`src/rtl/i2c_pkg.sv`:
```
// Shared types and constants for the write-only I2C configuration target.
package i2c_pkg;

  typedef enum logic [2:0] {
    IDLE,
    ADDR,
    ADDR_ACK,
    DATA,
    DATA_ACK,
    IGNORE
  } state_t;

  localparam logic I2C_WRITE = 1'b0;
  localparam logic I2C_READ  = 1'b1;

  localparam logic [6:0] CODEC_ADDR = 7'h1A;
  localparam int         PAYLOAD_W  = 16;

endpackage

```
`src/rtl/i2c_slave_if.sv`:
```
// I2C bus plus received-payload signals of the configuration target.
// sda is the open-drain wired-AND of both sides; a released line reads high.
interface i2c_slave_if;
  import i2c_pkg::*;

  logic                 scl;
  logic                 sda_master_low;
  logic                 sda_oe;
  wire                  sda;
  logic [PAYLOAD_W-1:0] outData;
  logic                 outValid;
  logic                 busy;
  logic                 error;

  // Either side pulling low wins; nobody ever drives the line high.
  assign sda = ~(sda_oe | sda_master_low);

  modport slave (
    input  scl,
    input  sda,
    output sda_oe,
    output outData,
    output outValid,
    output busy,
    output error
  );

  modport master (
    output scl,
    output sda_master_low,
    input  sda,
    input  outData,
    input  outValid,
    input  busy,
    input  error
  );

endinterface

```
`src/rtl/i2c_line_filter.sv`:
```
// Two-flop synchronizer for one bus line, followed by an optional debounce
// compiled in with I2C_SLAVE_GLITCH_FILTER_EN.
module i2c_line_filter #(
  parameter int FILTER_LEN = 3
) (
  input  logic inClock,
  input  logic rst,
  input  logic raw,
  output logic level
);

  logic [1:0] sync;

  // NOTE: sequential state uses non-blocking assignments; reset is synchronous,
  // so rst is just another input sampled on the clock edge.
  always_ff @(posedge inClock) begin
    if (rst) sync <= 2'b11;
    else     sync <= {sync[0], raw};
  end

  if (FILTER_LEN < 1) begin : g_bad_filter_len
    $error("i2c_line_filter: FILTER_LEN must be at least 1");
  end

`ifdef I2C_SLAVE_GLITCH_FILTER_EN
  localparam int CW = $clog2(FILTER_LEN + 1);

  logic [CW-1:0] run;

  // Count consecutive samples that disagree with the accepted level; flip
  // only once FILTER_LEN of them have been seen in a row.
  always_ff @(posedge inClock) begin
    if (rst) begin
      level <= 1'b1;
      run   <= '0;
    end else if (sync[1] == level) begin
      run <= '0;
    end else if (run == CW'(FILTER_LEN - 1)) begin
      level <= sync[1];
      run   <= '0;
    end else begin
      run <= run + CW'(1);
    end
  end
`else
  assign level = sync[1];
`endif

endmodule

```
`src/rtl/i2c_slave.sv`:
```
// Write-only I2C target: address byte plus two payload bytes, open-drain ACK.
// Define I2C_SLAVE_GLITCH_FILTER_EN to debounce scl/sda by FILTER_LEN samples.
module i2c_slave
  import i2c_pkg::*;
#(
  parameter logic [6:0] DEV_ADDR   = CODEC_ADDR,
  parameter int         FILTER_LEN = 3
) (
  input logic         inClock,
  input logic         rst,
  i2c_slave_if.slave  bus
);

  logic scl_f, sda_f, scl_q, sda_q;

  i2c_line_filter #(.FILTER_LEN(FILTER_LEN)) u_scl_filter (
    .inClock (inClock),
    .rst     (rst),
    .raw     (bus.scl),
    .level   (scl_f)
  );

  i2c_line_filter #(.FILTER_LEN(FILTER_LEN)) u_sda_filter (
    .inClock (inClock),
    .rst     (rst),
    .raw     (bus.sda),
    .level   (sda_f)
  );

  always_ff @(posedge inClock) begin
    if (rst) begin
      scl_q <= 1'b1;
      sda_q <= 1'b1;
    end else begin
      scl_q <= scl_f;
      sda_q <= sda_f;
    end
  end

  logic scl_rise, scl_fall, start_c, stop_c;

  assign scl_rise = scl_f & ~scl_q;
  assign scl_fall = ~scl_f & scl_q;
  assign start_c  = scl_f & scl_q & sda_q & ~sda_f;
  assign stop_c   = scl_f & scl_q & ~sda_q & sda_f;

  state_t               state, state_n;
  logic [2:0]           bit_cnt, bit_cnt_n;
  logic                 byte_full, byte_full_n;
  logic [7:0]           shreg, shreg_n;
  logic [7:0]           byte1, byte1_n;
  logic [1:0]           byte_cnt, byte_cnt_n;
  logic [PAYLOAD_W-1:0] data_q, data_n;
  logic                 valid_q, valid_n;
  logic                 err_q, err_n;
  logic                 ack_q, ack_n;

  always_ff @(posedge inClock) begin
    if (rst) begin
      state     <= IDLE;
      bit_cnt   <= '0;
      byte_full <= 1'b0;
      shreg     <= '0;
      byte1     <= '0;
      byte_cnt  <= '0;
      data_q    <= '0;
      valid_q   <= 1'b0;
      err_q     <= 1'b0;
      ack_q     <= 1'b0;
    end else begin
      state     <= state_n;
      bit_cnt   <= bit_cnt_n;
      byte_full <= byte_full_n;
      shreg     <= shreg_n;
      byte1     <= byte1_n;
      byte_cnt  <= byte_cnt_n;
      data_q    <= data_n;
      valid_q   <= valid_n;
      err_q     <= err_n;
      ack_q     <= ack_n;
    end
  end

  always_comb begin
    // NOTE: every next-value gets a default up front so no path infers a latch.
    state_n     = state;
    bit_cnt_n   = bit_cnt;
    byte_full_n = byte_full;
    shreg_n     = shreg;
    byte1_n     = byte1;
    byte_cnt_n  = byte_cnt;
    data_n      = data_q;
    valid_n     = 1'b0;
    err_n       = err_q;
    ack_n       = ack_q;

    if (start_c) begin
      state_n     = ADDR;
      bit_cnt_n   = '0;
      byte_full_n = 1'b0;
      byte_cnt_n  = '0;
      ack_n       = 1'b0;
      err_n       = 1'b0;
    end else if (stop_c) begin
      state_n     = IDLE;
      bit_cnt_n   = '0;
      byte_full_n = 1'b0;
      byte_cnt_n  = '0;
      ack_n       = 1'b0;
    end else begin
      case (state)
        ADDR, DATA: begin
          if (scl_rise) begin
            shreg_n   = {shreg[6:0], sda_f};
            bit_cnt_n = bit_cnt + 3'd1;
            if (bit_cnt == 3'd7) byte_full_n = 1'b1;
          end else if (scl_fall && byte_full) begin
            // The falling edge after bit 8 is where the ACK slot opens.
            byte_full_n = 1'b0;
            if (state == ADDR) begin
              if (shreg[7:1] != DEV_ADDR) begin
                state_n = IGNORE;
              end else if (shreg[0] == I2C_READ) begin
                state_n = IGNORE;
                err_n   = 1'b1;
              end else begin
                state_n = ADDR_ACK;
                ack_n   = 1'b1;
              end
            end else begin
              case (byte_cnt)
                2'd0: begin
                  byte1_n    = shreg;
                  byte_cnt_n = 2'd1;
                  state_n    = DATA_ACK;
                  ack_n      = 1'b1;
                end
                2'd1: begin
                  data_n     = {byte1, shreg};
                  valid_n    = 1'b1;
                  byte_cnt_n = 2'd2;
                  state_n    = DATA_ACK;
                  ack_n      = 1'b1;
                end
                default: begin
                  err_n   = 1'b1;
                  state_n = IGNORE;
                end
              endcase
            end
          end
        end
        ADDR_ACK, DATA_ACK: begin
          if (scl_fall) begin
            state_n   = DATA;
            ack_n     = 1'b0;
            bit_cnt_n = '0;
          end
        end
        default: ;
      endcase
    end
  end

  assign bus.sda_oe   = ack_q;
  assign bus.outData  = data_q;
  assign bus.outValid = valid_q;
  assign bus.error    = err_q;
  assign bus.busy     = state inside {ADDR_ACK, DATA, DATA_ACK};

endmodule

```
`src/flat_wrapper.sv`:
```
// flat-port wrapper written by rule: the top's interface ports become plain ports
module i2c_slave_flat import i2c_pkg::*;
#(
  parameter logic [6:0] DEV_ADDR   = CODEC_ADDR,
  parameter int         FILTER_LEN = 3
)
  (inClock, rst, bus_scl, bus_sda_oe, bus_outData, bus_outValid, bus_busy, bus_error);
  i2c_slave_if bus_i ();
  input logic inClock;
  input logic rst;
  input wire logic [$bits(bus_i.scl)-1:0] bus_scl;
  output wire logic [$bits(bus_i.sda_oe)-1:0] bus_sda_oe;
  output wire logic [$bits(bus_i.outData)-1:0] bus_outData;
  output wire logic [$bits(bus_i.outValid)-1:0] bus_outValid;
  output wire logic [$bits(bus_i.busy)-1:0] bus_busy;
  output wire logic [$bits(bus_i.error)-1:0] bus_error;
  assign bus_i.scl = bus_scl;
  assign bus_sda_oe = bus_i.sda_oe;
  assign bus_outData = bus_i.outData;
  assign bus_outValid = bus_i.outValid;
  assign bus_busy = bus_i.busy;
  assign bus_error = bus_i.error;
  i2c_slave #(.DEV_ADDR(DEV_ADDR), .FILTER_LEN(FILTER_LEN)) u_core (.inClock(inClock), .rst(rst), .bus(bus_i));
endmodule
```
`config.mk`:
```
export PLATFORM = sky130hd
export DESIGN_NAME = i2c_slave_flat
export DESIGN_NICKNAME = d
export VERILOG_FILES = /design/src/rtl/i2c_pkg.sv /design/src/rtl/i2c_slave_if.sv /design/src/rtl/i2c_line_filter.sv /design/src/rtl/i2c_slave.sv /design/src/flat_wrapper.sv
export SDC_FILE = /design/constraint.sdc
export NUM_CORES = 1
export LEC_CHECK = 0
export ABC_AREA = 0
export CAP_MARGIN = 20
export CORE_ASPECT_RATIO = 1.1
export CORE_UTILIZATION = 40
export DETAILED_ROUTE_END_ITERATION = 8
export PLACE_DENSITY = 0.66
export SLEW_MARGIN = 10
export SYNTH_ARGS = -nofsm -noshare
export SYNTH_HDL_FRONTEND = slang
export SYNTH_SLANG_ARGS = --single-unit
```
`constraint.sdc`:
```
create_clock -name inClock -period 1.9 [get_ports inClock]
set_clock_uncertainty 0.05 [all_clocks]
set_input_delay 0.285 -clock inClock [delete_from_list [all_inputs] [get_ports inClock]]
set_output_delay 0.285 -clock inClock [all_outputs]
set_load 0.01 [all_outputs]
```
-- Yosys cells after proc, flatten, opt, wreduce, memory -nomap -nowiden
Cells that the tools add are included.
- bits in registers: 50
- input port bits: 3
- output and inout bits: 20
- logic and storage cells: 109
- $add $sub $neg: 1
- eq/ne operators: 21
- mux-type cells: 30
- bitwise operators: 19
- reductions and logical operators: 23
- operators with widths (operator ; count):
    7-bit AND reduction ; 4
    3-bit two-way mux ; 8
    1-bit two-way mux ; 18
    3-bit one-hot mux with 2 select lines ; 2
    4-bit AND reduction ; 3
    1-bit inverter ; 11
    2-bit by 1-bit != test with 1-bit output (second input constant) ; 5
    4-bit by 1-bit != test with 1-bit output (second input constant) ; 2
    2-bit OR reduction ; 4
    1-bit bitwise AND ; 7
    7-bit by 5-bit != test with 1-bit output (second input constant) ; 1
    7-bit OR reduction ; 1
    3-bit by 2-bit == test with 1-bit output (second input constant) ; 2
    3-bit == test (second input constant) ; 2
    2-bit != test (second input constant) ; 3
    3-bit != test (second input constant) ; 2
    3-bit AND reduction ; 2
    2-bit nonzero test ; 3
    5-bit AND reduction ; 1
    4-bit != test (second input constant) ; 1
    2-bit one-hot mux with 2 select lines ; 1
    4-bit nonzero test ; 1
    3-bit by 1-bit adder with 3-bit output (second input constant) ; 1
    3-bit by 1-bit == test with 1-bit output (second input constant) ; 1
    other kinds (8) ; 8

-- Logic depth before layout (Yosys ltp)
Gate-level depths: netlist of run 1.
- depth after elaboration: 9
- mapped depth: 6

-- Hierarchy
From an unflattened synthesis of run 1, not the netlist that was laid out.
- cell total of the unflattened synthesis: 255
- area total of the unflattened synthesis: 2147.1 um^2
- modules (own cells, without submodules) (module ; times used ; cells an instance ; area an instance (um^2) ; sequential area each (um^2)):
    i2c_slave ; 1 ; 246 ; 2038.2 ; 920.9
    i2c_line_filter ; 2 ; 4 ; 52.6 ; 40.0
    i2c_slave_flat ; 1 ; 1 ; 3.8 ; 0.0

-- Worst setup path after synthesis of run 1
No wires, ideal clock.
- kind: register to register
- start point: register u_core.scl_q
- end point: register u_core.byte1[0]
- library setup time: 0.128 ns
- arrival: 1.363 ns
- setup slack: 0.360 ns
- cell stages (with the launch flop): 6
- path buffers: 1
- clock period less this slack: 1.540 ns
- cell sequence: dfxtp_1 -> buf_6 -> nand4b_4 -> nor4_4 -> mux2i_1 -> nor2_1
- word-level cells in the longest chain between the ends: 5
- RTL lines (what ; RTL line ; text):
    start: declaration ; i2c_slave.sv:14 ; logic scl_f, sda_f, scl_q, sda_q;
    start signal: assignment ; i2c_slave.sv:35 ; scl_q <= scl_f;
    1-bit bitwise AND ; i2c_slave.sv:44, i2c_slave.sv:45 ;
    1-bit bitwise AND (on tied branches) (2 in a row) ; i2c_slave.sv:44, i2c_slave.sv:45 ;
    1-bit inverter (no line) ; -- ;
    7-bit AND reduction (no line) * ; -- ;
    end signal: assignment ; i2c_slave.sv:75 ; byte1 <= byte1_n;
    end: declaration ; i2c_slave.sv:51 ; logic [7:0] byte1, byte1_n;
Every way passes the cells marked *; elsewhere a longest branch is shown, timed or not.
A chain may end at the register's enable or synchronous reset.

-- Worst setup path in the final report of run 1
- start point: register u_core.state[0]
- end point: output port bus_busy
- word-level cells in the longest chain between the ends: 2
- RTL lines (what ; RTL line ; text):
    start: declaration ; i2c_slave.sv:47 ; state_t state, state_n;
    start signal: assignment ; i2c_slave.sv:71 ; state <= state_n;
    3-bit by 2-bit == test with 1-bit output / 3-bit == test (equally long branches) ; i2c_slave.sv:169 ; assign bus.busy = state inside {ADDR_ACK, DATA, DATA_ACK};
    3-bit nonzero test * ; i2c_slave.sv:169 ;
    end: declaration ; flat_wrapper.sv:15 ; output wire logic [$bits(bus_i.busy)-1:0] bus_busy;
Marked as above.

==> insert_results.sql, run 1 <==
INSERT INTO impl_metrics (metric_group, metric, value, unit) VALUES
('power_and_ir_drop', 'clock_power_share', '34.3', '%'),
('synth', 'synth_cells', '229', ''),
('route', 'final_antenna_violating_net_count', '0', ''),
('placement', 'port_buffers', '22', ''),
('die', 'die_height', '78.03', 'um'),
('global_routing', 'number_of_global_route_vias_before_repair', '1488', ''),
('sta', 'setup_viol_count_final', '0', ''),
('worst_setup_path', 'crit_family', 'simple AND/OR/NAND/NOR gates', ''),
('clocking', 'cts-buffers-inserted', '5', ''),
('power_and_ir_drop', 'power_frac_seq', '61.3', '%'),
('route', 'routed-via-count', '1624', ''),
('synth', 'synth_flop_cell', 'dfxtp_1', ''),
('worst_setup_path', 'path_depth', '3', ''),
('synth', 'synth_area_in_compound_gates', '9.821', '%'),
('finish', 'fraction_of_layout_instances_using_a_drive_strength_above_1', '12.31', '%'),
('global_routing', 'grt_start_max_net_pins', '34', ''),
('sta', 'tightest_slew', '0.4465', 'ns'),
('route', 'route.detailed.drc', '1', ''),
('worst_setup_path', 'critical-path-slowest-cell', 'or3b_1', ''),
('die', 'floorplan.core_area', '5034', 'sq um'),
('clocking', 'clockRootBuffer', 'clkbuf_8', ''),
('clocking', 'clock_transition_at_the_registers_of_the_reported_paths', '0.09', 'ns'),
('placement', 'post_dp_cell_area', '2434', 'sq um'),
('sta', 'max_slew_margin', '70.03', '%'),
('finish', 'fin_util', '50.06', '%'),
('worst_setup_path', 'startpoint', 'u_core.state[0]$_SDFFE_PP0P_', ''),
('outcome', 'outcome', 'finished, violations left', ''),
('clocking', 'cts.sinks', '50', ''),
('finish', 'ff_latch_area', '1002', 'sq um'),
('finish', 'finish.net_count', '264', ''),
('worst_setup_path', 'worst_endpoint_data_arrival_time', '1.36', 'ns'),
('outcome', 'failed_checks', 'design-rule violations', ''),
('worst_hold_path', 'hold_path_class', 'flop to flop', ''),
('route', 'detailedRoute.firstIterationViolations', '31', ''),
('die', 'placementRows', '27', ''),
('finish', 'most_common_library_cell_in_the_layout_ignoring_fill_and_taps', 'nand2_1', ''),
('worst_setup_path', 'regToRegEndpoint', 'u_core.bus.outData[13]$_SDFFE_PP0P_', ''),
('power_and_ir_drop', 'power.leakage', '0.001021', 'uW'),
('finish', 'area_of_the_multi_input_gates', '1023', 'sq um'),
('worst_setup_path', 'setup.worst_path.class', 'flop to primary output', ''),
('die', 'fp.dieArea', '5549', 'sq um'),
('global_routing', 'globalRouteOverflowTotal', '0', ''),
('sta', 'achievable-frequency', '589.2', 'MHz'),
('synth', 'fraction_of_the_mapped_netlist_area_in_simple_logic_gates', '24.05', '%'),
('global_routing', 'grt_antenna_before_repair', '0', ''),
('sta', 'layout_worst_path_cycle_share', '89.33', '%'),
('synth', 'synth_fp_nets', '234', ''),
('power_and_ir_drop', 'cellInternalPower', '1348', 'uW'),
('finish', 'final_area', '2520', 'sq um'),
('finish', 'antenna-diode-count', '0', ''),
('synth', 'synth_area_per_cell', '9.179', 'sq um'),
('synth', 'multiplexer_fraction_of_the_synthesized_cell_area', '11.96', '%'),
('sta', 'grt_setup_unrepaired', 'no', ''),
('worst_setup_path', 'reg_to_reg_slack_setup', '0.24', 'ns'),
('finish', 'number_of_fill_cells', '511', ''),
('synth', 'fraction_of_registers_with_async_set_reset', '0', '%'),
('run', 'cap_violations', '0', ''),
('power_and_ir_drop', 'ir_drop', '0.3156', 'mV'),
('finish', 'area_growth', '19.88', '%'),
('worst_setup_path', 'critical_path.cell_chain', 'or3b_1 -> nand2_1 -> dlygate4sd2_1', ''),
('power_and_ir_drop', 'switchingPower', '388.5', 'uW'),
('synth', 'post_synth_fa_ha_maj_area_fraction', '1.190', '%'),
('sta', 'setup-tns-final', '0', 'ns'),
('sta', 'post-route-worst-setup-slack', '0.2027', 'ns'),
('power_and_ir_drop', 'p_sw_share', '22.37', '%'),
('finish', 'highest_count_cells_in_the_layout_ignoring_fill_and_taps', 'nand2_1, dfxtp_1, mux2i_1', ''),
('placement', 'preCtsSetupSlack', '0.2056', 'ns'),
('worst_hold_path', 'worst_hold_path.endpoint', 'u_core.u_sda_filter.sync[1]$_SDFF_PP1_', ''),
('synth', 'mappedNetlistArea', '2102', 'sq um'),
('synth', 'synthXorXnorAreaFrac', '1.667', '%'),
('die', 'die_width', '71.12', 'um');
## cells by family after synthesis
group                    after synthesis
AO/OA/AOI/OAI                         33
buffers and inverters                 16
XOR/XNOR                               4
flip-flops                            50
AND/OR/NAND/NOR                       99
adder cells (fa/ha/maj)                2
multiplexers                          25
## final cells by class
class	count	area share, %
tap	58	2.880
clock buffer	6	2.880
clock inverter	2	0.5462
inverter	3	0.4469
multi-input combinational	163	40.62
timing repair buffer	36	12.86
sequential	50	39.77
## timing repair
| item | 4_1_cts | 5_1_grt |
|---|---|---|
| setup buffers | 0 | 0 |
| hold buffers | 0 | 0 |
| endpoints found under the setup margin | 1 | 0 |
| gates resized for setup | 2 | 0 |
## synth_stat cells (2+ instances only)
cell type	instances	area share, %
nand3_1	2	0.48
o22ai_1	2	0.60
o211a_1	2	0.95
or2_2	5	1.5
nand2_1	53	9.5
o21ai_0	6	1.4
nand2b_1	3	0.89
inv_1	2	0.36
a2bb2oi_1	2	0.83
nor2_1	18	3.2
mux2i_1	24	11
ha_1	2	1.2
dfxtp_1	50	48
clkbuf_1	6	1.1
nor2b_1	2	0.60
a221oi_1	2	0.83
a21oi_1	13	3.1
xnor2_1	3	1.3
nand3b_1	2	0.71
buf_2	5	1.2
## power groups by stage
stage / combinational, uW / sequential (uW) / clock [uW]
after global routing: 85.0 / 1070 / 682
after floorplan: 55.2 / 1080 / 0
after CTS: 76.2 / 1070 / 634
after detailed placement: 75.6 / 1090 / 0
after global placement: 75.5 / 1090 / 0
final: 75.3 / 1070 / 596
## worst max path at each step
stage	to	slack (ns)
after floorplan	u_core.byte1[0]$_SDFFE_PP0P_	0.36
after global placement	bus_busy	0.23
after detailed placement	u_core.byte_full$_SDFFE_PP0P_	0.21
after CTS	bus_busy	0.18
after global routing	u_core.byte_full$_SDFFE_PP0P_	0.07
final	bus_busy	0.20
## routing by layer
layer	global-route usage (%)	wire length, um
met1	20.45	1938
met5	0	0
met3	3.851	116
met4	6.600	27
met2	26.54	1873
## state kept, by name (all words and copies together) (netlist names)
register,flops
u_core.bus.outData,16
u_core.byte1,8
u_core.shreg,8
u_core.bit_cnt,3
u_core.state,3
u_core.byte_cnt,2
u_core.u_scl_filter.sync,2
u_core.u_sda_filter.sync,2
u_core.bus.error,1
u_core.bus.outValid,1
u_core.bus.sda_oe,1
u_core.byte_full,1
u_core.scl_q,1
u_core.sda_q,1
## stage by stage
step	power [uW]	cells	hold slack, ns
detailed placement	1165	310	0.3432
CTS	1775	318	0.3654
global placement	1164	310	0.3407
global route	1835	318	0.3786
floorplan	1139	229	0.2627
finish	1737	318	0.3632
(Power assumes the default switching activity.)
==> inputs of run 2 (changes only) <==
--- a/config.mk
+++ b/config.mk
@@ -5,7 +5,7 @@
 export SDC_FILE = /design/constraint.sdc
 export NUM_CORES = 1
 export LEC_CHECK = 0
-export ABC_AREA = 0
+export ABC_AREA = 1
 export CAP_MARGIN = 20
 export CORE_ASPECT_RATIO = 1.1
 export CORE_UTILIZATION = 40
==> constraint.sdc (replaced) <==
create_clock -name inClock -period 1.7 [get_ports inClock]
set_clock_uncertainty 0.05 [all_clocks]
set_input_delay 0.255 -clock inClock [delete_from_list [all_inputs] [get_ports inClock]]
set_output_delay 0.255 -clock inClock [all_outputs]
set_load 0.02 [all_outputs]
==> run 2 against run 1 <==
Against the previous run:
- the flow now finishes without violations
- sequential share of layout area is 3.3 points higher
- sequential power increased by 11%
- register-to-register slack worse by 0.06 ns
- clock-buffer cell count down 1
- critical path type unchanged
- critical endpoint unchanged
- largest power group unchanged
==> insert_results.sql, run 2 <==
INSERT INTO impl_metrics (metric_group, metric, value, unit) VALUES
('synth', 'edff_count_synth', '0', ''),
('global_routing', 'number_of_global_route_vias_before_repair', '1402', ''),
('global_routing', 'grt_antenna_before_repair', '0', ''),
('synth', 'mappedNetlistArea', '1946', 'sq um'),
('sta', 'setup_viol_count_final', '0', ''),
('worst_setup_path', 'critical-path-max-stage-delay', '0.39', 'ns'),
('finish', 'finish.net_count', '275', ''),
('power_and_ir_drop', 'ir_drop', '0.4454', 'mV'),
('outcome', 'outcome', 'completed', ''),
('sta', 'post-route-worst-setup-slack', '0.1259', 'ns'),
('die', 'die_height', '75.15', 'um'),
('worst_setup_path', 'critical_path.cell_chain', 'inv_2 -> o21ai_0 -> dlygate4sd2_1', ''),
('die', 'fp.dieArea', '5147', 'sq um'),
('worst_setup_path', 'path_buf_inv', '2', ''),
('placement', 'place_inst', '318', ''),
('synth', 'fraction_of_registers_with_async_set_reset', '0', '%'),
('synth', 'synth_cells', '243', ''),
('finish', 'final_area', '2326', 'sq um'),
('synth', 'netlist-cell-type-count', '22', ''),
('synth', 'synthMostInstantiatedCell', 'dfxtp_1', ''),
('placement', 'post_dp_cell_area', '2227', 'sq um'),
('synth', 'synth_commonest_cells', 'dfxtp_1, a21oi_1, inv_1, nand2_1, nor2_1', ''),
('die', 'top_level_ports', '23', ''),
('synth', 'multiplexer_fraction_of_the_synthesized_cell_area', '0', '%'),
('die', 'placementRows', '26', ''),
('sta', 'max_slew_margin', '75.23', '%'),
('synth', 'synth_area_per_cell', '8.007', 'sq um'),
('clocking', 'clock_transition_at_the_registers_of_the_reported_paths', '0.09', 'ns'),
('sta', 'setup-tns-final', '0', 'ns'),
('synth', 'synth_top_family_by_area', 'compound AO/OA/AOI/OAI gates', ''),
('worst_setup_path', 'regToRegEndpoint', 'u_core.bus.outData[13]$_SDFFE_PP0P_', ''),
('worst_setup_path', 'worst_case_reg_to_reg_path_depth', '7', ''),
('route', 'viasPerCell', '4.841', ''),
('worst_setup_path', 'crit_family', 'buffers and inverters', ''),
('finish', 'area_growth', '19.55', '%'),
('synth', 'post-synth-top-area-fraction', '51.45', '%'),
('worst_setup_path', 'reg_to_reg_slack_setup', '0.18', 'ns'),
('clocking', 'ctsLongestPathBuffers', '2', ''),
('power_and_ir_drop', 'report.power.total', '1969', 'uW'),
('route', 'detailedRoute.firstIterationViolations', '92', ''),
('worst_setup_path', 'worstReg2RegStart', 'u_core.state[0]$_SDFFE_PP0P_', ''),
('worst_hold_path', 'hold_path_class', 'flop to flop', ''),
('sta', 'finalWorstPathRequiredPeriod', '1.574', 'ns'),
('worst_setup_path', 'critPathRequiredTime', '1.39', 'ns'),
('die', 'floorplan.core_area', '4652', 'sq um'),
('synth', 'ys_ff_latch', '50', ''),
('route', 'route.final.wire_length', '3576', 'um'),
('global_routing', 'globalRouteOverflowTotal', '0', ''),
('route', 'drt-wirelength-per-cell', '10.94', 'um'),
('synth', 'synth-seq-area-share', '51.45', '%'),
('sta', 'tightest_slew', '0.3705', 'ns'),
('route', 'routed-via-count', '1583', ''),
('route', 'route.detailed.drc', '0', ''),
('worst_setup_path', 'setup.worst_path.class', 'flop to primary output', ''),
('synth', 'synth_largest_area_cell', 'dfxtp_1', ''),
('placement', 'port_buffers', '22', ''),
('clocking', 'clock_latency_on_the_worst_skew_pair', '0.30', 'ns'),
('finish', 'highest_count_cells_in_the_layout_ignoring_fill_and_taps', 'dfxtp_1, a21oi_1, inv_1', ''),
('clocking', 'cts-buffers-inserted', '5', ''),
('synth', 'fraction_of_the_mapped_netlist_area_in_simple_logic_gates', '17.75', '%'),
('finish', 'finish.cell_count_without_fillers', '327', ''),
('sta', 'layout_worst_path_cycle_share', '92.59', '%'),
('synth', 'synth.top_cells.by_area', 'dfxtp_1, a21oi_1, o21ai_0', ''),
('worst_setup_path', 'critical-path-slowest-cell', 'dfxtp_1', ''),
('die', 'die_width', '68.50', 'um'),
('clocking', 'cts_tree', 'yes', ''),
('finish', 'largest_register_ff_count', '16', ''),
('route', 'final_antenna_violating_net_count', '0', ''),
('worst_setup_path', 'endpoint', 'bus_busy', ''),
('worst_setup_path', 'path_depth', '3', ''),
('placement', 'dpl.hpwl', '2414', 'um'),
('worst_setup_path', 'critical_path.startpoint_type', 'flop', ''),
('sta', 'grt_setup_unrepaired', 'no', ''),
('sta', 'achievable-frequency', '635.3', 'MHz'),
('finish', 'antenna-diode-count', '0', ''),
('finish', 'most_common_library_cell_in_the_layout_ignoring_fill_and_taps', 'dfxtp_1', ''),
('synth', 'synth_flop_cell', 'dfxtp_1', ''),
('die', 'initial_cell_density_of_the_core', '41.82', '%'),
('clocking', 'clock_tree.htree_level_count', '2', ''),
('placement', 'gp_routability_congestion', '0.7909', ''),
('power_and_ir_drop', 'power-per-cell-area', '846.7', 'nW/um^2'),
('synth', 'synthXorXnorAreaFrac', '0', '%'),
('synth', 'yosysWarnings', '1', ''),
('global_routing', 'grt_use_total', '15.50', '%'),
('worst_setup_path', 'worst_endpoint_data_arrival_time', '1.27', 'ns'),
('clocking', 'cts.sinks', '50', ''),
('sta', 'max_slew_vio_count', '0', ''),
('synth', 'synth_fp_nets', '248', ''),
('clocking', 'clockRootBuffer', 'clkbuf_8', ''),
('finish', 'fraction_of_layout_instances_using_a_drive_strength_above_1', '10.70', '%'),
('worst_setup_path', 'setup.worst_path.end_class', 'primary output', ''),
('sta', 'final-hold-violation-count', '0', ''),
('worst_setup_path', 'worst-path-max-fanout', '5', ''),
('power_and_ir_drop', 'power.leakage', '0.0009085', 'uW'),
('placement', 'preCtsSetupSlack', '0.1340', 'ns'),
('synth', 'synth_area_in_compound_gates', '19.36', '%'),
('global_routing', 'wire_length_of_the_first_global_routing_pass', '5837', 'um'),
('run', 'cap_violations', '0', ''),
('route', 'first_pass_iters', '4', ''),
('global_routing', 'grt_start_max_net_pins', '36', ''),
('synth', 'post_synth_fa_ha_maj_area_fraction', '1.286', '%'),
('worst_setup_path', 'startpoint', 'u_core.state[1]$_SDFFE_PP0P_', '');
-- run 2: worst register-to-register path: stages (launching register included) --
cell	delay (ns)
dfxtp_1	0.44
nand2_2	0.10
inv_2	0.09
nand3_4	0.09
inv_2	0.10
nand3_2	0.26
o21ai_1	0.22
a21oi_1	0.05
-- run 2: metal layers --
layer / part of all wire, % / track usage, %
met4: 1.7 / 6.481
met1: 45 / 16.74
met2: 49 / 27.45
met3: 3.5 / 5.000
met5: 0 / 0
-- run 2: logic make-up (layout without fill, tap and decap cells) --
family / Yosys count / after routing
AND/OR/NAND/NOR: 72 / 73
buffers and inverters: 45 / 72
adder cells (fa/ha/maj): 2 / 2
flip-flops: 50 / 50
AO/OA/AOI/OAI: 74 / 74
-- run 2: worst min path at each step --
stage | to | cells past startpoint | from | slack, ns
finish | u_core.u_sda_filter.sync[1]$_SDFF_PP1_ | 1 | u_core.u_sda_filter.sync[0]$_SDFF_PP1_ | 0.37
global route | u_core.u_sda_filter.sync[1]$_SDFF_PP1_ | 1 | u_core.u_sda_filter.sync[0]$_SDFF_PP1_ | 0.39
CTS | u_core.u_sda_filter.sync[1]$_SDFF_PP1_ | 1 | u_core.u_sda_filter.sync[0]$_SDFF_PP1_ | 0.37
detailed placement | u_core.u_sda_filter.sync[1]$_SDFF_PP1_ | 1 | u_core.u_sda_filter.sync[0]$_SDFF_PP1_ | 0.35
global placement | u_core.u_sda_filter.sync[1]$_SDFF_PP1_ | 1 | u_core.u_sda_filter.sync[0]$_SDFF_PP1_ | 0.34
floorplan | u_core.u_sda_filter.sync[0]$_SDFF_PP1_ | 0 | rst | 0.23
-- run 2: cell type report --
| type | instances | area, sq um |
|---|---|---|
| Multi-Input combinational cell | 149 | 757.0 |
| Inverter | 37 | 138.9 |
| Fill cell | 478 | 2326 |
| Timing Repair Buffer | 27 | 269.0 |
| Tap cell | 56 | 70.07 |
| Clock buffer | 5 | 68.82 |
| Clock inverter | 3 | 21.27 |
| Sequential cell | 50 | 1001 |
-- run 2: what timing repair did --
item                                    CTS  global route
gates cloned                              0             1
buffers inserted                          0             0
hold buffers                              0             0
resized for setup                         1             0
endpoints found under the setup margin    1             3
-- run 2: metrics by stage --
stage / util, % / hold WS [ns]
after global routing: 50.00 / 0.3884
after CTS: 49.78 / 0.3667
after floorplan: - / 0.2327
after global placement: 47.88 / 0.3421
after detailed placement: 47.88 / 0.3460
final: 50.00 / 0.3654
-- run 2: power by group --
group	internal (uW)	leakage [uW]	switching (uW)
clock network	290	0.0000441	402
logic	34.0	0.000460	55.0
registers	1180	0.000404	7.96
total	1500	0.000908	465
